$ cat src/rtl/mem_stage.sv
// Memory stage: data-cache request FSM, branch/jump resolution and the MEM/WB register.
// Also tracks a sticky halt flag and a saturating count of stall cycles.
module mem_stage (
  input  logic        CLK,
  input  logic        nRST,
  input  logic        ihit,
  input  logic [31:0] aluout_out,
  input  logic [31:0] store_out,
  input  logic [31:0] baddr_out,
  input  logic [31:0] jaddr_out,
  input  logic [31:0] npc_out,
  input  logic [4:0]  dest_out,
  input  logic        zero_out,
  input  logic [3:0]  WBctrl_out,
  input  logic [4:0]  MEMctrl_out,
  input  logic        dhit,
  input  logic [31:0] dmemload,
  output logic        dmemREN,
  output logic        dmemWEN,
  output logic [31:0] dmemaddr,
  output logic [31:0] dmemstore,
  output logic        mem_stall,
  output logic [1:0]  pcsel,
  output logic [31:0] pc_target,
  output logic        flush,
  output logic [31:0] wb_load,
  output logic [31:0] wb_alu,
  output logic [31:0] wb_npc,
  output logic [4:0]  wb_dest,
  output logic [3:0]  wb_WBctrl,
  output logic        halt,
  output logic [7:0]  stall_cnt
);

  typedef enum logic [1:0] {StIdle, StReq, StDone} state_e;

  state_e      state_q, state_d;
  logic [31:0] lbuf_q;
  logic        memop;
  logic        req_active;
  logic        taken;
  logic        wb_en;

  assign memop      = (MEMctrl_out[0] | MEMctrl_out[1]) & ~halt;
  assign req_active = memop & ((state_q == StIdle) | (state_q == StReq));

  assign dmemWEN   = MEMctrl_out[1] & req_active;
  assign dmemREN   = MEMctrl_out[0] & ~MEMctrl_out[1] & req_active;
  assign dmemaddr  = aluout_out;
  assign dmemstore = store_out;

  assign mem_stall = ((state_q == StIdle) & memop) | (state_q == StReq);
  assign wb_en     = ihit & ~mem_stall;

  always_comb begin
    state_d = state_q;
    unique case (state_q)
      StIdle: if (memop) state_d = dhit ? StDone : StReq;
      StReq:  if (dhit)  state_d = StDone;
      StDone: if (ihit)  state_d = StIdle;
      default:           state_d = StIdle;
    endcase
  end

  // Jump outranks a taken branch.
  assign taken = (MEMctrl_out[2] & zero_out) | (MEMctrl_out[3] & ~zero_out);

  always_comb begin
    pcsel     = 2'b00;
    pc_target = npc_out;
    if (MEMctrl_out[4]) begin
      pcsel     = 2'b10;
      pc_target = jaddr_out;
    end else if (taken) begin
      pcsel     = 2'b01;
      pc_target = baddr_out;
    end
  end

  assign flush = (pcsel != 2'b00) & ~mem_stall;

  always_ff @(posedge CLK or negedge nRST) begin
    if (!nRST) begin
      state_q <= StIdle;
    end else begin
      state_q <= state_d;
    end
  end

  // Capture on the acknowledge cycle; stores leave zero so wb_load is clean.
  always_ff @(posedge CLK or negedge nRST) begin
    if (!nRST) begin
      lbuf_q <= '0;
    end else if (mem_stall && dhit) begin
      lbuf_q <= MEMctrl_out[1] ? 32'h0 : dmemload;
    end
  end

  always_ff @(posedge CLK or negedge nRST) begin
    if (!nRST) begin
      wb_load   <= '0;
      wb_alu    <= '0;
      wb_npc    <= '0;
      wb_dest   <= '0;
      wb_WBctrl <= '0;
      halt      <= 1'b0;
    end else if (wb_en) begin
      wb_load   <= (state_q == StDone) ? lbuf_q : 32'h0;
      wb_alu    <= aluout_out;
      wb_npc    <= npc_out;
      wb_dest   <= dest_out;
      wb_WBctrl <= WBctrl_out;
      if (WBctrl_out[3]) halt <= 1'b1;
    end
  end

  always_ff @(posedge CLK or negedge nRST) begin
    if (!nRST) begin
      stall_cnt <= '0;
    end else if (mem_stall && (stall_cnt != 8'hFF)) begin
      stall_cnt <= stall_cnt + 8'd1;
    end
  end

endmodule

$ cat config.mk
export PLATFORM = sky130hd
export DESIGN_NAME = mem_stage
export DESIGN_NICKNAME = d
export VERILOG_FILES = /design/src/rtl/mem_stage.sv
export SDC_FILE = /design/constraint.sdc
export NUM_CORES = 1
export LEC_CHECK = 0
export CORE_MARGIN = 4
export CORE_UTILIZATION = 27
export DETAILED_ROUTE_END_ITERATION = 7
export GPL_TIMING_DRIVEN = 0
export PLACE_DENSITY = 0.73
export SYNTH_ARGS = -nofsm -noshare
export SYNTH_HDL_FRONTEND = slang
export SYNTH_SLANG_ARGS = --single-unit
$ cat constraint.sdc
create_clock -name CLK -period 3.5 [get_ports CLK]
set_input_delay 0.525 -clock CLK [delete_from_list [all_inputs] [get_ports CLK]]
set_output_delay 0.525 -clock CLK [all_outputs]
set_load 0.02 [all_outputs]
==> impl_results.md, run 1 <==
* Overall via count from detail_route at about 6.2k
* Cts-stage hold buffer count at 0
* Placement row count at just under 60
* Final-report max-slew violation count at 0
* Worst slew slack as a fraction of its limit at roughly 57%
* IO Port Bufs at approximately 390
* Most frequent cell on the critical path: clkdlybuf4s50_1
* Max-cap check violation count at 0
* Crit-path cells: clkdlybuf4s50_1 -> mux2i_1 -> nor2_1 -> buf_2 -> a222oi_1 -> inv_1 -> clkdlybuf4s50_1
* Maximum number of pins on one net before global-route repair at 94
* Flops & latches, synth at around 150
* Setup repair after global routing missed its margin: no
* Top cell type's share of synthesized area at between 50% and 60%
* Result of the run: complete, no violations
* Share of final-layout standard cells stronger than drive strength 1 at 19.11%
* Share of synthesized area occupied by flip-flops and latches at 54.01%
* Top cells by area in the synthesized netlist: dfrtp_1 (54%), mux2_2 (12%), buf_4 (7.8%), nand2_1 (5.4%), a222oi_1 (4.7%)
* IR drop worst, VDD at between 0.2 and 0.25 mV
* Fill cell count at 2370
* HPWL after detailed placement at a little over 20 mm
* Final weighted congestion in routability-driven placement at approximately 0.94
* Crit Path Max Fanout at 10
* Setup slack after layout at between 0.1 and 0.15 ns
* HP Class: in -> async
* Post-synthesis share of cell area spent on xor and xnor gates at less than 1%
* TritonCTS clock tree: done
* Synth Net Count at approximately 840
* Total power density per cell area at about 460 nW/um^2
* Top library cells by usage in the layout, fill and taps aside: clkdlybuf4s50_1 (392), dfrtp_1 (148), nand2_1 (98), mux2_2 (76), buf_4 (72)
* Overflow left after global routing at 0
* Cell at the root of the clock tree: clkbuf_16
* Remaining number of nets flagged by the antenna check after routing at 0
* Required arrival time at the worst endpoint at between 2 and 3 ns
* Effective utilization at floorplan at 27.31%
* Placeable core region at ~25000 um^2
* Total wire length after detailed routing at 25.81 mm
* # nets final at roughly 1.3k
* Kind of launch point of the worst setup path: input port
* Total CTS buffers at 17
* Fin cells at 1382
* Multiplexer share of the synthesized area at between 10% and 20%
* Number of enable-type register cells in the synthesized netlist at 0
* Synthesized area at between 6000 and 7000 um^2
* Mean area per synthesized cell at ~11 um^2
* Antenna violations before repair at 0
* DRC violations left at 0
* Final count of hold timing violations at 0
* Largest area contributor in the netlist: dfrtp_1
* Summed area of non-filler cells in the final layout at 11840 um^2
* Fin Clk Skew at 0.009029 ns
* Post-Place Cells at around 1.4k
* Crit path max-delay cell type: clkdlybuf4s50_1
* Type of the setup path with the least slack: in -> out
* Async set-reset flop share out of synthesis at 100.0%
* All-Layer GR Usage at 17.89%
* Final core utilization at between 40% and 50%
* WL/cell at about 19 um
* Final setup violating endpoints at 0
* Ports at about 430
* Floorplan die area at around 28000 um^2
* Synth Area in Compound Gates at a little over 10%
* Number of cells on the worst reg-to-reg path at 5
* Die Height at 167.4 um
* Slew of the pin with the lowest slew margin at approximately 0.64 ns
* Final period util at 96.70%
* Post-placement setup slack at -0.1618 ns
* Number of detailed-routing iterations run before antenna repair at 6
* Unique masters post-synth at 32
* Simple-gate share of the synthesized area at a little over a tenth
* Nature of the critical path endpoint: primary output
* Post-CTS clock slew at the launch and capture registers of the worst setup and hold paths at roughly 0.06 ns
* Flip-flop cell with the highest count after synthesis: dfrtp_1
* Synth warn at 0
* Synthesis-to-layout area growth at 72.72%
* Clock Tree Buf Depth at 2
* Instance count of the mapped netlist at ~630
* Post-layout min period at approximately 3.4 ns
* Most common cell after layout, fill and taps aside: clkdlybuf4s50_1
* Die span in x at 167.4 um
* Number of clock sinks at 148
* Arrival @ worst endpoint at ~2.9 ns
* Maximum operating frequency at around 300 MHz
* Leak pwr at about 5.0 nW
* Largest family of logic cells by synthesized area: multiplexers
* Post-Synth Adder-Cell Area at less than 1%
* Number of buffers added for setup after CTS at 0
* Initial DRC count at between 300 and 400
* Wire length of the first global-routing pass at roughly 39 mm
* Number of vias per cell at between 4 and 5
* Number of diodes added for antenna fixing at 0
* Clock network latency to the later pin of the worst-skew pair at around 0.42 ns
* Setup TNS at 0 ns
* Critical Path Max Stage Delay at between 0.5 and 0.6 ns
* Placed inst area at between 10000 and 15000 um^2
* Via count of the first global-routing pass at about 6.5k
* Clock H-tree levels at 4
-- critical path, delay by kind of cell --
family | cells | cell delay (ns)
multiplexers | 1 | 0.27
AO/OA/AOI/OAI | 1 | 0.53
AND/OR/NAND/NOR | 1 | 0.15
buffers and inverters | 4 | 1.38
-- final timing paths --
kind	end	slack, ns	from
setup / recovery	pc_target[26]	0.12	zero_out
hold / removal	stall_cnt[3]	0.07	nRST
setup reg to reg	wb_alu[28]	1.45	halt
hold reg to reg	wb_load[30]	0.48	wb_load[30]
max in group asynchronous	wb_dest[2]	2.55	nRST
min in group CLK	wb_load[30]	0.48	wb_load[30]
-- area by class of cell --
type                            instances  area, um^2  area share, %
Buffer                                104       693.2          5.853
Clock buffer                           20       456.7          3.856
Clock inverter                         12       146.4          1.236
Inverter                               35       131.4          1.109
Multi-Input combinational cell        339        2336          19.73
Sequential cell                       148        3704          31.27
Tap cell                              330       412.9          3.487
Timing Repair Buffer                  394        3963          33.46
-- cells by family after synthesis --
kind of cell	count (synthesis)
AOI/OAI and AO/OA	103
xor gates and xnor gates	3
adders and majority gates	1
buffers and inverters	139
DFF	148
muxes	78
and+or+nand+nor	154
-- metrics by stage --
step	hold slack, ns	power, mW
floorplan	0.2294	2.786
global placement	0.4642	3.554
detailed placement	0.4723	3.593
CTS	0.07525	5.491
global route	0.09549	5.685
finish	0.07368	5.415
-- what timing repair did --
item / CTS / global route
pin swaps: 0 / 1
setup endpoints to repair: 14 / 19
gates resized for setup: 2 / 9
-- layer usage --
| metal | track usage (%) | routed length, um | vias up |
|---|---|---|---|
| met5 | 0 | 0 | - |
| met4 | 4.446 | 438 | 0 |
| met3 | 4.438 | 1466 | 20 |
| met2 | 31.22 | 13190 | 247 |
| met1 | 22.30 | 10720 | 3016 |
| li1 | - | - | 2913 |
-- power by group --
group	switching, mW	internal, mW
clock	0.760	1.10
combinational	0.661	0.757
sequential	0.159	1.97
-- Yosys cell counts (all sizes together), types with 2 or more instances --
library cell / count
dfrtp: 148
nand2: 98
buf: 84
mux2: 76
o21ai: 66
inv: 35
nand2b: 34
a222oi: 32
clkbuf: 20
nand4: 5
and3: 3
nor2: 3
nor2b: 3
mux2i: 2
nor3: 2
o31ai: 2
xnor2: 2
-- flip-flops by register name (all words and copies together), names as in the netlist --
register / count
lbuf_q: 32
stall_cnt: 8
wb_dest: 5
wb_WBctrl: 4
wb_alu: 32
wb_load: 32
halt: 1
state_q: 2
wb_npc: 32
Power figures use the tool's default switching activity.
==> run 2, diff against run 1 <==
--- a/config.mk
+++ b/config.mk
@@ -9,6 +9,7 @@
 export CORE_UTILIZATION = 27
 export DETAILED_ROUTE_END_ITERATION = 7
 export GPL_TIMING_DRIVEN = 0
+export MAX_ROUTING_LAYER = met4
 export PLACE_DENSITY = 0.73
 export SYNTH_ARGS = -nofsm -noshare
 export SYNTH_HDL_FRONTEND = slang
==> impl_results.md, run 2 (same netlist as run 1, synthesis figures left out) <==
* Fin Clk Skew at 0.007832 ns (-0.001197 ns)
* Total wire length after detailed routing at 25.76 mm (-0.17%)
* Via count of the first global-routing pass at 6460 (+0.015%)
* Worst slew slack as a fraction of its limit at 56.88% (-0.54 points)
* Placeable core region at 25110 um^2 (unchanged)
* Nature of the critical path endpoint: primary output
* Crit path max-delay cell type: clkdlybuf4s50_1
* Initial DRC count at 351 (+10%)
* HP Class: in -> async
* Post-CTS clock slew at the launch and capture registers of the worst setup and hold paths at 0.06 ns (about the same)
* Clock network latency to the later pin of the worst-skew pair at 0.42 ns (about the same)
* Cell at the root of the clock tree: clkbuf_16
* Overflow left after global routing at 0 (unchanged)
* Arrival @ worst endpoint at 2.86 ns (about the same)
* Effective utilization at floorplan at 27.31% (unchanged)
* Final core utilization at 47.16% (unchanged)
* Most frequent cell on the critical path: clkdlybuf4s50_1
* Kind of launch point of the worst setup path: input port
* Required arrival time at the worst endpoint at 2.97 ns (about the same)
* Wire length of the first global-routing pass at 38.94 mm (-0.11%)
* Violations in the final reports: DRC
* Die span in x at 167.4 um (unchanged)
* Clock H-tree levels at 4 (unchanged)
* Overall via count from detail_route at 6190 (-0.097%)
* Final weighted congestion in routability-driven placement at 0.9596 (+1.8%)
* DRC violations left at 2 (+2)
* Crit Path Max Fanout at 10 (unchanged)
* Setup repair after global routing missed its margin: no
* Ports at 427 (unchanged)
* Number of diodes added for antenna fixing at 0 (unchanged)
* Number of detailed-routing iterations run before antenna repair at 8 (+2)
* Tightest hold margin at 0.06674 ns (-0.006945 ns)
* # nets final at 1251 (unchanged)
* Type of the setup path with the least slack: in -> out
* Top library cells by usage in the layout, fill and taps aside: clkdlybuf4s50_1 (392), dfrtp_1 (148), nand2_1 (98), mux2_2 (76), buf_4 (72)
* IR drop worst, VDD at 0.2511 mV (+0.56%)
* Maximum operating frequency at 295.7 MHz (about the same)
* Most common cell after layout, fill and taps aside: clkdlybuf4s50_1
* All-Layer GR Usage at 18.40% (+0.50 points)
* Antenna violations before repair at 0 (unchanged)
* Final period util at 96.64% (about the same)
* Placement row count at 58 (unchanged)
* Final count of hold timing violations at 0 (unchanged)
* TritonCTS clock tree: done
* Family with the most delay on the worst path: buffers and inverters
* Number of clock sinks at 148 (unchanged)
* WL/cell at 18.64 um (-0.17%)
* Critical Path Max Stage Delay at 0.66 ns (+0.11 ns)
* Final setup violating endpoints at 0 (unchanged)
* Post-layout min period at 3.382 ns (-0.002200 ns)
* IO Port Bufs at 393 (unchanged)
* Combined buffer and inverter count along the critical path at 5 (+1)
* Final-report max-slew violation count at 0 (unchanged)
* Number of buffers added for setup after CTS at 0 (unchanged)
* Total CTS buffers at 17 (unchanged)
* Synthesis-to-layout area growth at 72.72% (unchanged)
* Leak pwr at 5.023 nW (unchanged)
* Maximum number of pins on one net before global-route repair at 94 (unchanged)
* Floorplan die area at 28010 um^2 (unchanged)
* HPWL after detailed placement at 20.74 mm (unchanged)
* Crit-path cells: clkdlybuf4s50_1 -> mux2i_1 -> nor2b_1 -> clkbuf_1 -> buf_2 -> a222oi_1 -> inv_1 -> clkdlybuf4s50_1
* Slew of the pin with the lowest slew margin at 0.6433 ns (+0.008013 ns)
* Result of the run: complete, but fails checks
* Number of vias per cell at 4.479 (about the same)
* Remaining number of nets flagged by the antenna check after routing at 0 (unchanged)
* Total power density per cell area at 457.3 nW/um^2 (about the same)
* Clock Tree Buf Depth at 2 (unchanged)
* Worst setup path startpoint: zero_out
* Share of final-layout standard cells stronger than drive strength 1 at 19.11% (unchanged)
* Max-cap check violation count at 0 (unchanged)
* Die Height at 167.4 um (unchanged)
* Crit Reg-Reg Startpoint: halt
run 2: cell counts in the layout (fill, tap and decap cells not counted):
Identical to the previous run, type by type.
run 2: stage by stage:
| stage | total power, mW | TNS (ns) | setup WS [ns] | cells | instance area, um^2 |
|---|---|---|---|---|---|
| after CTS | 5.491 | 0 | 0.02002 | 1382 | 11840 |
| after floorplan | 2.786 | 0 | 1.316 | 626 | 6857 |
| after global placement | 3.554 | -633.80 | -4.297 | 1349 | 11200 |
| after detailed placement | 3.593 | -0.9903 | -0.1618 | 1350 | 11230 |
| final | 5.416 | 0 | 0.1177 | 1382 | 11840 |
| after global routing | 5.684 | 0 | 0.004913 | 1382 | 11840 |
run 2: worst paths after layout:
check                      slack [ns]  depth (start not counted)           end
setup / recovery                 0.12                          8  pc_target[9]
hold / removal                   0.07                          1     lbuf_q[8]
setup reg to reg                 1.45                          5    wb_alu[28]
hold reg to reg                  0.48                          2   wb_load[30]
max in group asynchronous        2.56                          2     wb_npc[6]
min in group CLK                 0.48                          2   wb_load[30]
run 2: timing repair:
action	CTS	global route
setup endpoints to repair	14	19
hold buffers	0	0
gates cloned	0	0
gates resized for setup	2	9
pin swaps	0	1
run 2: where the power goes:
group | internal [mW] | switching, mW
Clock | 1.10 | 0.762
Sequential | 1.97 | 0.158
Combinational | 0.757 | 0.662
run 2: routing by layer:
| layer | global-route usage (%) | vias to the layer above | share of wire (%) |
|---|---|---|---|
| met5 | - | - | 0 |
| met3 | 4.297 | 22 | 5.7 |
| met1 | 22.22 | 3017 | 41 |
| met4 | 4.375 | 0 | 1.8 |
| met2 | 31.36 | 243 | 51 |
| li1 | - | 2908 | - |
run 2: area by class of cell:
type | count | area [um^2]
plain buffers | 104 | 693.2
clock buffers | 20 | 456.7
clock inverters | 12 | 146.4
fillers | 2370 | 13270
inverters | 35 | 131.4
multi-input cells | 339 | 2336
flip-flops and latches | 148 | 3704
well taps | 330 | 412.9
repair buffers | 394 | 3963
==> run 3, diff against run 2 <==
==> config.mk (replaced) <==
export PLATFORM = sky130hd
export DESIGN_NAME = mem_stage
export DESIGN_NICKNAME = d
export VERILOG_FILES = /design/src/rtl/mem_stage.sv
export SDC_FILE = /design/constraint.sdc
export NUM_CORES = 1
export LEC_CHECK = 0
export CORE_AREA = 2 2 168 170
export CTS_CLUSTER_SIZE = 24
export DETAILED_ROUTE_END_ITERATION = 7
export DIE_AREA = 0 0 170 172
export GPL_TIMING_DRIVEN = 0
export MAX_ROUTING_LAYER = met4
export PLACE_DENSITY = 0.69
export SYNTH_ARGS = -nofsm -noshare
export SYNTH_HDL_FRONTEND = slang
export SYNTH_SLANG_ARGS = --single-unit
==> constraint.sdc (replaced) <==
create_clock -name CLK -period 3.5 [get_ports CLK]
set_input_delay 0.525 -clock CLK [delete_from_list [all_inputs] [get_ports CLK]]
set_output_delay 0.525 -clock CLK [all_outputs]
set_load 0.1 [all_outputs]
==> impl_results.md, run 3 (same netlist as run 1, synthesis figures left out) <==
* Arrival @ worst endpoint at 2.89 ns (+0.03 ns)
* Effective utilization at floorplan at 24.95% (-2.4 points)
* Most common cell after layout, fill and taps aside: clkdlybuf4s50_1
* Ports at 427 (unchanged)
* HPWL after detailed placement at 19.46 mm (-6.2%)
* Total CTS buffers at 17 (unchanged)
* Clock network latency to the later pin of the worst-skew pair at 0.42 ns (about the same)
* Wire length of the first global-routing pass at 35.35 mm (-9.2%)
* DRC violations left at 0 (-2)
* Crit Path Max Fanout at 10 (unchanged)
* Synthesis-to-layout area growth at 71.68%
* Placeable core region at 27480 um^2 (+9.4%)
* Kind of launch point of the worst setup path: input port
* Type of the setup path with the least slack: in -> out
* Via count of the first global-routing pass at 6039 (-6.5%)
* Number of vias per cell at 4.431 (-1.1%)
* Die Height at 172 um (+2.8%)
* Post-layout min period at 3.418 ns (+0.03576 ns)
* Area of the multi-input gates at 2354 um^2 (+0.75%)
* Maximum operating frequency at 292.6 MHz (-1.0%)
* Maximum number of pins on one net before global-route repair at 93 (-1.1%)
* Final weighted congestion in routability-driven placement at 0.8101 (-16%)
* Clock Tree Buf Depth at 2 (unchanged)
* Clock H-tree levels at 4 (unchanged)
* Remaining number of nets flagged by the antenna check after routing at 0 (unchanged)
* Final-report max-slew violation count at 0 (unchanged)
* Fill cell count at 2672 (+13%)
* Setup TNS at 0 ns (unchanged)
* Max-cap check violation count at 0 (unchanged)
* Overflow left after global routing at 0 (unchanged)
* Number of clock sinks at 148 (unchanged)
* Overall via count from detail_route at 6195 (+0.081%)
* Setup repair after global routing missed its margin: no
* Initial DRC count at 359 (+2.3%)
* Placed inst area at 11270 um^2 (+0.33%)
* WL/cell at 17.61 um (-5.5%)
* Number of diodes added for antenna fixing at 0 (unchanged)
* Register area at 3704 um^2 (unchanged)
* Final count of hold timing violations at 0 (unchanged)
* Floorplan die area at 29240 um^2 (+4.4%)
* Fin Clk Skew at 0.01070 ns (+0.002866 ns)
* Summed area of non-filler cells in the final layout at 11770 um^2 (-0.60%)
* Worst slew slack as a fraction of its limit at 25.31% (-32 points)
* Leak pwr at 5.070 nW (+0.93%)
* Tightest hold margin at 0.05740 ns (-0.009331 ns)
* Total power density per cell area at 553.2 nW/um^2 (+21%)
* Placement row count at 61 (+5.2%)
* Result of the run: complete, no violations
* Share of final-layout standard cells stronger than drive strength 1 at 22.15% (+3.0 points)
* Cell at the root of the clock tree: clkbuf_16
* Total wire length after detailed routing at 24.62 mm (-4.4%)
* HP Class: in -> async
* Nature of the critical path endpoint: primary output
* Final setup violating endpoints at 0 (unchanged)
* Post-Place Cells at 1366 (+1.2%)
* IR drop worst, VDD at 0.4287 mV (+71%)
* Slew of the pin with the lowest slew margin at 1.117 ns (+0.4735 ns)
* All-Layer GR Usage at 16.39% (-2.0 points)
* Die span in x at 170 um (+1.6%)
* Antenna violations before repair at 0 (unchanged)
* Post-CTS clock slew at the launch and capture registers of the worst setup and hold paths at 0.07 ns (about the same)
* Number of detailed-routing iterations run before antenna repair at 8 (unchanged)
* # nets final at 1251 (unchanged)
* Required arrival time at the worst endpoint at 2.97 ns (about the same)
* Final period util at 97.66% (+1.0 points)
* Fin cells at 1398 (+1.2%)
* IO Port Bufs at 393 (unchanged)
* TritonCTS clock tree: done
* Top library cells by usage in the layout, fill and taps aside: clkdlybuf4s50_1 (355), dfrtp_1 (148), nand2_1 (98), mux2_2 (76), buf_4 (71)
-- run 3: cell types whose count changed in the layout (fill, tap and decap cells not counted), sizes merged, moves of 3 or more --
| cell | previous run | this run |
|---|---|---|
| clkbuf | 37 | 41 |
| dlygate4sd2 | 0 | 3 |
| inv | 39 | 42 |
| clkdlybuf4s50 | 392 | 355 |
| clkdlybuf4s15 | 0 | 7 |
| buf | 89 | 102 |
| clkdlybuf4s18 | 0 | 7 |
-- run 3: routing by layer --
layer	part of all wire (%)	vias up	global-route usage (%)	routed length (um)
li1	-	2910	-	-
met1	42	3040	20.35	10270
met2	51	232	27.68	12640
met3	6.1	13	3.479	1491
met4	0.91	0	3.493	223
met5	0	-	-	0
-- run 3: path summary, 6_finish.rpt --
check	startpoint	end	slack (ns)	depth (start not counted)
max	zero_out	pc_target[13]	0.08	7
min	nRST	wb_load[11]	0.06	1
max reg2reg	halt	wb_alu[30]	1.30	5
min reg2reg	wb_load[17]	wb_load[17]	0.48	2
max in group asynchronous	nRST	wb_npc[2]	2.56	2
min in group CLK	wb_load[17]	wb_load[17]	0.48	2
-- run 3: layout make-up --
class	count	share of cell area [%]
well taps	346	3.678
flip-flops and latches	148	31.46
plain buffers	104	5.857
clock buffers	19	3.763
repair buffers	394	32.97
multi-input cells	339	19.99
clock inverters	13	1.159
inverters	35	1.116
-- run 3: power breakdown --
part	switching (mW)	internal, mW	leakage (nW)
Sequential	0.159	1.97	1.86
Combinational	1.85	0.725	2.94
Clock	0.790	1.02	0.275
Total	2.79	3.72	5.07
-- run 3: worst max-delay path, cell delays in order --
cell	delay, ns
clkdlybuf4s50_1	0.54
mux2i_1	0.11
nor2_1	0.44
clkbuf_1	0.48
a222oi_1	0.17
inv_1	0.09
clkdlybuf4s18_2	0.54
-- run 3: timing repair --
item                                    CTS  global route
buffers inserted                          0             0
resized for setup                        95            48
hold buffers                              0             0
endpoints found under the setup margin   35            33
-- run 3: per-stage QoR --
stage | utilization, % | setup WS, ns | total power, mW
2_1_floorplan | - | 0.04959 | 3.974
3_3_place_gp | 40.91 | -4.244 | 4.734
3_5_place_dp | 41.02 | -0.7183 | 4.767
4_1_cts | 43.24 | 0.007470 | 6.612
5_1_grt | 42.84 | 0.001178 | 6.791
6_report | 42.84 | 0.08193 | 6.512
